<file path="src/rtl/layer_sched_if.sv">
// Scheduler-to-layer-controller link: descriptor outputs, start pulse, controller reset, done flag.
// Field-width defaults come from the W_SIZE / W_CHANNEL / W_FRAME_SIZE macros when not predefined.
`ifndef W_SIZE
`define W_SIZE 8
`endif
`ifndef W_CHANNEL
`define W_CHANNEL 8
`endif
`ifndef W_FRAME_SIZE
`define W_FRAME_SIZE 20
`endif

interface layer_sched_if #(
  parameter int W_SIZE       = `W_SIZE,
  parameter int W_CHANNEL    = `W_CHANNEL,
  parameter int W_FRAME_SIZE = `W_FRAME_SIZE
);
  logic [W_SIZE-1:0]       o_q_width;
  logic [W_SIZE-1:0]       o_q_height;
  logic [W_CHANNEL-1:0]    o_q_channel;
  logic [W_CHANNEL-1:0]    o_q_channel_out;
  logic [W_FRAME_SIZE-1:0] o_q_frame_size;
  logic                    o_q_start;
  logic                    o_ctrl_rstn;
  logic                    i_layer_done;

  modport master (
    output o_q_width, o_q_height, o_q_channel, o_q_channel_out,
    output o_q_frame_size, o_q_start, o_ctrl_rstn,
    input  i_layer_done
  );

  modport slave (
    input  o_q_width, o_q_height, o_q_channel, o_q_channel_out,
    input  o_q_frame_size, o_q_start, o_ctrl_rstn,
    output i_layer_done
  );
endinterface

</file>
<file path="src/rtl/layer_sched.sv">
// Layer sequencer: walks a descriptor table, starts the layer controller per entry, waits for its
// done edge and pulses the controller reset. Optional RUN watchdog: define LAYER_SCHED_TIMEOUT_EN.
`ifndef W_SIZE
`define W_SIZE 8
`endif
`ifndef W_CHANNEL
`define W_CHANNEL 8
`endif
`ifndef W_FRAME_SIZE
`define W_FRAME_SIZE 20
`endif

module layer_sched #(
  parameter int W_SIZE       = `W_SIZE,
  parameter int W_CHANNEL    = `W_CHANNEL,
  parameter int W_FRAME_SIZE = `W_FRAME_SIZE,
  parameter int W_LAYER      = 4,
  parameter int TIMEOUT      = 2**20
) (
  input  logic                 clk,
  input  logic                 rstn,
  input  logic                 i_desc_we,
  input  logic [W_LAYER-1:0]   i_desc_addr,
  input  logic [W_SIZE-1:0]    i_desc_width,
  input  logic [W_SIZE-1:0]    i_desc_height,
  input  logic [W_CHANNEL-1:0] i_desc_channel,
  input  logic [W_CHANNEL-1:0] i_desc_channel_out,
  input  logic                 i_start,
  input  logic                 i_abort,
  input  logic [W_LAYER:0]     i_num_layers,
  output logic                 o_busy,
  output logic                 o_done,
  output logic                 o_error,
  output logic [W_LAYER-1:0]   o_layer_idx,
  layer_sched_if.master        ctrl
);
  localparam int N_LAYER = 2**W_LAYER;
  localparam int PW      = 2*W_SIZE + W_CHANNEL;

  typedef enum logic [2:0] {
    IDLE  = 3'd0,
    LOAD  = 3'd1,
    START = 3'd2,
    RUN   = 3'd3,
    CLR   = 3'd4,
    DONE  = 3'd5
  } state_t;

  logic [W_SIZE-1:0]       tbl_width_r  [N_LAYER];
  logic [W_SIZE-1:0]       tbl_height_r [N_LAYER];
  logic [W_CHANNEL-1:0]    tbl_ch_r     [N_LAYER];
  logic [W_CHANNEL-1:0]    tbl_chout_r  [N_LAYER];

  state_t                  state_r, state_s;
  logic [W_LAYER-1:0]      idx_r, idx_s;
  logic [W_LAYER:0]        num_r;
  logic                    clr_cnt_r, abort_r, prev_done_r;
  logic                    busy_r, done_r, q_start_r, ctrl_rstn_r;
  logic                    edge_s, last_s, timeout_s, error_s;
  logic [W_SIZE-1:0]       q_width_r, q_height_r;
  logic [W_CHANNEL-1:0]    q_ch_r, q_chout_r;
  logic [W_FRAME_SIZE-1:0] q_frame_r;
  logic [PW-1:0]           prod_s;

  // Descriptor table write port; contents deliberately survive reset
  always_ff @(posedge clk) begin
    if (i_desc_we) begin
      tbl_width_r[i_desc_addr]  <= i_desc_width;
      tbl_height_r[i_desc_addr] <= i_desc_height;
      tbl_ch_r[i_desc_addr]     <= i_desc_channel;
      tbl_chout_r[i_desc_addr]  <= i_desc_channel_out;
    end
  end

  assign edge_s = ctrl.i_layer_done && !prev_done_r;
  assign last_s = ({1'b0, idx_r} + {{W_LAYER{1'b0}}, 1'b1}) >= num_r;
  assign prod_s = PW'(tbl_width_r[idx_r]) * PW'(tbl_height_r[idx_r]) * PW'(tbl_ch_r[idx_r]);

`ifdef LAYER_SCHED_TIMEOUT_EN
  localparam int TW = $clog2(TIMEOUT + 1);
  logic [TW-1:0] to_cnt_r;
  logic          error_r;

  // RUN-cycle watchdog, restarted on every entry into RUN
  always_ff @(posedge clk) begin
    if (!rstn) begin
      to_cnt_r <= {TW{1'b0}};
    end else if (state_r == RUN) begin
      to_cnt_r <= to_cnt_r + TW'(1);
    end else begin
      to_cnt_r <= {TW{1'b0}};
    end
  end

  assign timeout_s = (state_r == RUN) && (to_cnt_r == TW'(TIMEOUT - 1)) && !edge_s;

  // Sticky error flag, cleared only by an accepted start
  always_ff @(posedge clk) begin
    if (!rstn) begin
      error_r <= 1'b0;
    end else if ((state_r == IDLE) && i_start) begin
      error_r <= 1'b0;
    end else if (timeout_s) begin
      error_r <= 1'b1;
    end
  end

  assign error_s = error_r;
`else
  assign timeout_s = 1'b0;
  assign error_s   = 1'b0;
`endif

  // Next-state logic; abort (and timeout) route through CLR so the controller always gets cleared
  always_comb begin
    state_s = state_r;
    idx_s   = idx_r;
    case (state_r)
      IDLE: begin
        if (i_start) begin
          idx_s   = {W_LAYER{1'b0}};
          state_s = (i_num_layers != {(W_LAYER+1){1'b0}}) ? LOAD : DONE;
        end else begin
          state_s = IDLE;
        end
      end
      LOAD:  state_s = i_abort ? CLR : START;
      START: state_s = i_abort ? CLR : RUN;
      RUN: begin
        if (i_abort || edge_s || timeout_s) begin
          state_s = CLR;
        end else begin
          state_s = RUN;
        end
      end
      CLR: begin
        if (!clr_cnt_r) begin
          state_s = CLR;
        end else if (abort_r || i_abort) begin
          state_s = IDLE;
        end else if (last_s) begin
          state_s = DONE;
        end else begin
          state_s = LOAD;
          idx_s   = idx_r + {{(W_LAYER-1){1'b0}}, 1'b1};
        end
      end
      DONE:    state_s = IDLE;
      default: state_s = IDLE;
    endcase
  end

  // State and registered outputs, all derived from the upcoming state
  always_ff @(posedge clk) begin
    if (!rstn) begin
      state_r     <= IDLE;
      idx_r       <= {W_LAYER{1'b0}};
      num_r       <= {(W_LAYER+1){1'b0}};
      clr_cnt_r   <= 1'b0;
      abort_r     <= 1'b0;
      prev_done_r <= 1'b0;
      busy_r      <= 1'b0;
      done_r      <= 1'b0;
      q_start_r   <= 1'b0;
      ctrl_rstn_r <= 1'b0;
      q_width_r   <= {W_SIZE{1'b0}};
      q_height_r  <= {W_SIZE{1'b0}};
      q_ch_r      <= {W_CHANNEL{1'b0}};
      q_chout_r   <= {W_CHANNEL{1'b0}};
      q_frame_r   <= {W_FRAME_SIZE{1'b0}};
    end else begin
      state_r     <= state_s;
      idx_r       <= idx_s;
      prev_done_r <= ctrl.i_layer_done;
      clr_cnt_r   <= (state_r == CLR) && !clr_cnt_r;
      busy_r      <= (state_s == LOAD) || (state_s == START) || (state_s == RUN) || (state_s == CLR);
      done_r      <= (state_s == DONE);
      q_start_r   <= (state_s == START);
      ctrl_rstn_r <= (state_s != CLR);
      if ((state_r == IDLE) && i_start) begin
        num_r <= i_num_layers;
      end
      if ((state_r == IDLE) || (state_s == IDLE)) begin
        abort_r <= 1'b0;
      end else if (i_abort || timeout_s) begin
        abort_r <= 1'b1;
      end
      if (state_r == LOAD) begin
        q_width_r  <= tbl_width_r[idx_r];
        q_height_r <= tbl_height_r[idx_r];
        q_ch_r     <= tbl_ch_r[idx_r];
        q_chout_r  <= tbl_chout_r[idx_r];
        q_frame_r  <= W_FRAME_SIZE'(prod_s);
      end
    end
  end

  assign o_busy               = busy_r;
  assign o_done               = done_r;
  assign o_error              = error_s;
  assign o_layer_idx          = idx_r;
  assign ctrl.o_q_width       = q_width_r;
  assign ctrl.o_q_height      = q_height_r;
  assign ctrl.o_q_channel     = q_ch_r;
  assign ctrl.o_q_channel_out = q_chout_r;
  assign ctrl.o_q_frame_size  = q_frame_r;
  assign ctrl.o_q_start       = q_start_r;
  assign ctrl.o_ctrl_rstn     = ctrl_rstn_r;
endmodule
</file>
<file path="src/flat_wrapper.sv">
// flat-port wrapper written by rule: the top's interface ports become plain ports
module layer_sched_flat 
#(
  parameter int W_SIZE       = `W_SIZE,
  parameter int W_CHANNEL    = `W_CHANNEL,
  parameter int W_FRAME_SIZE = `W_FRAME_SIZE,
  parameter int W_LAYER      = 4,
  parameter int TIMEOUT      = 2**20
)
  (clk, rstn, i_desc_we, i_desc_addr, i_desc_width, i_desc_height, i_desc_channel, i_desc_channel_out, i_start, i_abort, i_num_layers, o_busy, o_done, o_error, o_layer_idx, ctrl_o_q_width, ctrl_o_q_height, ctrl_o_q_channel, ctrl_o_q_channel_out, ctrl_o_q_frame_size, ctrl_o_q_start, ctrl_o_ctrl_rstn, ctrl_i_layer_done);
  layer_sched_if #(.W_SIZE(W_SIZE), .W_CHANNEL(W_CHANNEL), .W_FRAME_SIZE(W_FRAME_SIZE)) ctrl_i ();
  input  logic clk;
  input  logic rstn;
  input  logic i_desc_we;
  input  logic [W_LAYER-1:0] i_desc_addr;
  input  logic [W_SIZE-1:0] i_desc_width;
  input  logic [W_SIZE-1:0] i_desc_height;
  input  logic [W_CHANNEL-1:0] i_desc_channel;
  input  logic [W_CHANNEL-1:0] i_desc_channel_out;
  input  logic i_start;
  input  logic i_abort;
  input  logic [W_LAYER:0] i_num_layers;
  output logic o_busy;
  output logic o_done;
  output logic o_error;
  output logic [W_LAYER-1:0] o_layer_idx;
  output wire logic [$bits(ctrl_i.o_q_width)-1:0] ctrl_o_q_width;
  output wire logic [$bits(ctrl_i.o_q_height)-1:0] ctrl_o_q_height;
  output wire logic [$bits(ctrl_i.o_q_channel)-1:0] ctrl_o_q_channel;
  output wire logic [$bits(ctrl_i.o_q_channel_out)-1:0] ctrl_o_q_channel_out;
  output wire logic [$bits(ctrl_i.o_q_frame_size)-1:0] ctrl_o_q_frame_size;
  output wire logic [$bits(ctrl_i.o_q_start)-1:0] ctrl_o_q_start;
  output wire logic [$bits(ctrl_i.o_ctrl_rstn)-1:0] ctrl_o_ctrl_rstn;
  input wire logic [$bits(ctrl_i.i_layer_done)-1:0] ctrl_i_layer_done;
  assign ctrl_o_q_width = ctrl_i.o_q_width;
  assign ctrl_o_q_height = ctrl_i.o_q_height;
  assign ctrl_o_q_channel = ctrl_i.o_q_channel;
  assign ctrl_o_q_channel_out = ctrl_i.o_q_channel_out;
  assign ctrl_o_q_frame_size = ctrl_i.o_q_frame_size;
  assign ctrl_o_q_start = ctrl_i.o_q_start;
  assign ctrl_o_ctrl_rstn = ctrl_i.o_ctrl_rstn;
  assign ctrl_i.i_layer_done = ctrl_i_layer_done;
  layer_sched #(.W_SIZE(W_SIZE), .W_CHANNEL(W_CHANNEL), .W_FRAME_SIZE(W_FRAME_SIZE), .W_LAYER(W_LAYER), .TIMEOUT(TIMEOUT)) u_core (.clk(clk), .rstn(rstn), .i_desc_we(i_desc_we), .i_desc_addr(i_desc_addr), .i_desc_width(i_desc_width), .i_desc_height(i_desc_height), .i_desc_channel(i_desc_channel), .i_desc_channel_out(i_desc_channel_out), .i_start(i_start), .i_abort(i_abort), .i_num_layers(i_num_layers), .o_busy(o_busy), .o_done(o_done), .o_error(o_error), .o_layer_idx(o_layer_idx), .ctrl(ctrl_i));
endmodule
</file>
<file path="config.mk">
export PLATFORM = sky130hd
export DESIGN_NAME = layer_sched_flat
export DESIGN_NICKNAME = d
export VERILOG_FILES = /design/src/rtl/layer_sched_if.sv /design/src/rtl/layer_sched.sv /design/src/flat_wrapper.sv
export SDC_FILE = /design/constraint.sdc
export NUM_CORES = 1
export LEC_CHECK = 0
export BUFFER_PORTS_ARGS = -buffer_cell sky130_fd_sc_hd__buf_2
export CAP_MARGIN = 10
export CORE_ASPECT_RATIO = 1.75
export CORE_MARGIN = 2
export CORE_UTILIZATION = 50
export CTS_CLUSTER_DIAMETER = 50
export DETAILED_ROUTE_END_ITERATION = 7
export PLACE_DENSITY = 0.71
export SLEW_MARGIN = 15
export SYNTH_ARGS = -nofsm -noshare
export SYNTH_HDL_FRONTEND = slang
export SYNTH_SLANG_ARGS = --single-unit
</file>
<file path="constraint.sdc">
create_clock -name clk -period 12.6 [get_ports clk]
set_input_delay 1.26 -clock clk [delete_from_list [all_inputs] [get_ports clk]]
set_output_delay 1.26 -clock clk [all_outputs]
set_load 0.02 [all_outputs]
</file>
==> flow_summary.toml <==
[timing]
tns_ns = 0
fmaxAchievable_mhz = 93.4
slew_violations = 0
hold_viol = 0
finalSetupViolCount = 0
fin_skew_ns = 0.0451
fin_crit_ns = 10.71
maxSlewHeadroom = 0.249
tightestPinTransition_ns = 1.12
final.period_utilization = 0.850
rsz0062_at_grt = "false"
setup_ws_ns = 1.89

[floorplan]
start_util = 0.507
fp-row-count = 113
die_area_um2 = 57100
core-area_um2 = 54400
pin_count = 108
die_x_um = 182
die_h_um = 315

[setup_path]
r2r_end = "u_core.ctrl.o_q_frame_size[19]"
slowest_stage = "dfxtp_4"
cp-start-kind = "register"
r2r_slack_ns = 1.89
cp.depth = 34
crit_top_cell = "fa_1"
worstPathArrival_ns = 11.18
cp_data_required_time_ns = 13.07
path_class = "reg2reg"
end_kind = "register"
crit_buf_inv = 5
critPathMaxStageDelay_ns = 0.66
cp_top_family = "adder cells"
cp_max_fo = 74
reg2reg_depth = 34

[synth]
synth_most_common_cell = "edfxtp_1"
synth_commonest_cells = "edfxtp_1 (512), inv_1 (180), nand2_1 (177)"
ys_top_cells_by_area = "edfxtp_1 (56%), mux4_2 (13%), fa_1 (8.3%)"
synth-seq-area-share = 0.612
async_flop_share = 0
synth.top_cell.area_share = 0.558
ys_warn_count = 0
yosysUniqueCellTypes = 60
synth_edf_count = 512
ys_seq_elements = 587
syn_area_um2 = 27600
yosysTopAreaCell = "edfxtp_1"
synth_ff_type = "edfxtp_1"
syn_nets = 2000
syn_avg_cell_area_um2 = 15.6
netlist_instances = 1765

[clock_tree]
cts_root_buf = "clkbuf_16"
cts_resized = 0
cts_sinks = 587
cts_max_level = 2
clkTransAtPathRegs_ns = 0.06
cts_setup_buffers = 0
cts_buffers = 51
clock_latency_ns = 0.61
tritoncts = "yes"
cts_max_path_buffers = 3
hold_buffers = 0

[worst_hold_path]
whs_path_depth = 2
hold_path.class = "reg2reg"
hp-start = "u_core.ctrl.o_q_width[4]"
holdPathEnd = "u_core.ctrl.o_q_width[4]"

[route]
routed_wl_um = 62400
ant_nets = 0
vias = 15300
drt_iter0_markers = 1275
drc = 0
wl_per_cell_um = 23.8
vias_per_cell = 5.86
first_pass_iters = 7

[power_and_ir_drop]
p_per_area_nw_per_um2 = 266
leakagePower_nw = 11.0
ir_worst_vdd_uv = 413

[placement]
dp_hpwl_um = 39800
place_area_um2 = 29100
port_buffers = 106
dp_slack_ns = 1.94
globalplace.congestion = 0.912

[global_routing]
grt_util_all_layers = 0.223
grt_pass1_vias = 16300
antenna_found_initial = 7
grt_pass1_wl_um = 95100
grt_remaining_overflow = 0
grt_max_degree = 75

[finish]
final_area_um2 = 30700
fillCellCount = 4113
drive_gt1_frac = 0.208
syn_to_final_growth_pct = 11.5
nNetsFinal = 2125

[run_status]
status = "finished clean"

[flow_run]
maxCapViolations = 0
## worst min-delay path, cell delays in order (launching register included)
cell,delay (ns)
dfxtp_1,0.30
nand2_1,0.05
a21oi_1,0.05
## per-layer routing
layer,part of all wire,global-route usage
met1,0.37,0.268
met2,0.53,0.408
met3,0.060,0.0291
met4,0.034,0.0852
met5,0.00082,0
## power breakdown
part | total, mW | switching (mW) | leakage [nW] | internal, mW
combinational | 4.40 | 2.56 | 4.92 | 1.84
clock | 1.57 | 0.711 | 0.809 | 0.861
sequential | 2.20 | 0.0243 | 5.24 | 2.17
total | 8.17 | 3.29 | 11.0 | 4.88
## cells in the final DEF, fill, tap and decap left out, types with 6 or more instances in the layout
| cell | n |
|---|---|
| clkinv_2 | 7 |
| buf_4 | 24 |
| nand3_1 | 10 |
| clkbuf_1 | 9 |
| nor2_4 | 13 |
| mux4_2 | 154 |
| a21o_1 | 8 |
| clkbuf_16 | 51 |
| nand2b_1 | 12 |
| a211oi_1 | 6 |
| nand2_1 | 177 |
| dfxtp_1 | 70 |
| and2_1 | 39 |
| inv_1 | 180 |
| xor2_1 | 13 |
| o21a_1 | 6 |
| nor3_1 | 14 |
| buf_2 | 106 |
| a21oi_1 | 75 |
| clkinv_1 | 9 |
| xnor2_1 | 16 |
| edfxtp_1 | 512 |
| ha_1 | 73 |
| fa_1 | 115 |
| nor2_1 | 117 |
| o21ai_0 | 16 |
## registers in the layout, indices dropped and copies added (netlist names), named ones only
| register | count |
|---|---|
| u_core.ctrl.o_q_start | 1 |
| u_core.abort_r | 1 |
| u_core.state_r | 3 |
| u_core.tbl_width_r | 128 |
| u_core.ctrl.o_ctrl_rstn | 1 |
| u_core.prev_done_r | 1 |
| u_core.clr_cnt_r | 1 |
| u_core.ctrl.o_q_channel | 8 |
| u_core.ctrl.o_q_frame_size | 20 |
| u_core.ctrl.o_q_channel_out | 8 |
| u_core.tbl_chout_r | 128 |
| u_core.num_r | 5 |
| u_core.o_done | 1 |
| u_core.ctrl.o_q_width | 8 |
| u_core.o_layer_idx | 4 |
| u_core.tbl_height_r | 128 |
| u_core.ctrl.o_q_height | 8 |
| u_core.o_busy | 1 |
| u_core.tbl_ch_r | 128 |
## per-stage QoR
| stage | power (mW) | hold WS [ns] | util | std cells |
|---|---|---|---|---|
| floorplan | 5.72 | 0.426 | - | 1765 |
| global placement | 6.53 | 0.438 | 0.534 | 2527 |
| detailed placement | 6.64 | 0.445 | 0.534 | 2527 |
| CTS | 8.22 | 0.453 | 0.565 | 2617 |
| global route | 8.90 | 0.472 | 0.565 | 2618 |
| finish | 8.17 | 0.450 | 0.565 | 2618 |
## layout make-up
class,count,area [µm²],area share
Sequential cell,587,16900,0.549
Multi-Input combinational cell,934,9870,0.321
Clock buffer,60,1310,0.0426
Tap cell,690,863,0.0281
Timing Repair Buffer,132,751,0.0244
Inverter,184,691,0.0225
Clock inverter,30,367,0.0119
Antenna cell,1,2.50,0.0000814
## kinds of logic after synthesis
logic type,synth area share
flops,0.612
compound gates,0.0299
other cells,0.000136
fa+ha+maj,0.117
xor+xnor,0.0106
buf+inv,0.0346
mux,0.131
simple gates,0.0650
## worst max path at each step
stage	endpoint	slack (ns)	startpoint
final	u_core.ctrl.o_q_frame_size[19]	1.89	register
after global routing	u_core.ctrl.o_q_frame_size[19]	1.30	register
after CTS	u_core.ctrl.o_q_frame_size[19]	1.88	register
after detailed placement	u_core.ctrl.o_q_frame_size[19]	1.94	register
after global placement	u_core.ctrl.o_q_frame_size[19]	2.14	register
after floorplan	u_core.ctrl.o_q_frame_size[19]	2.80	register
No activity file was read; power rests on OpenSTA's default activity.
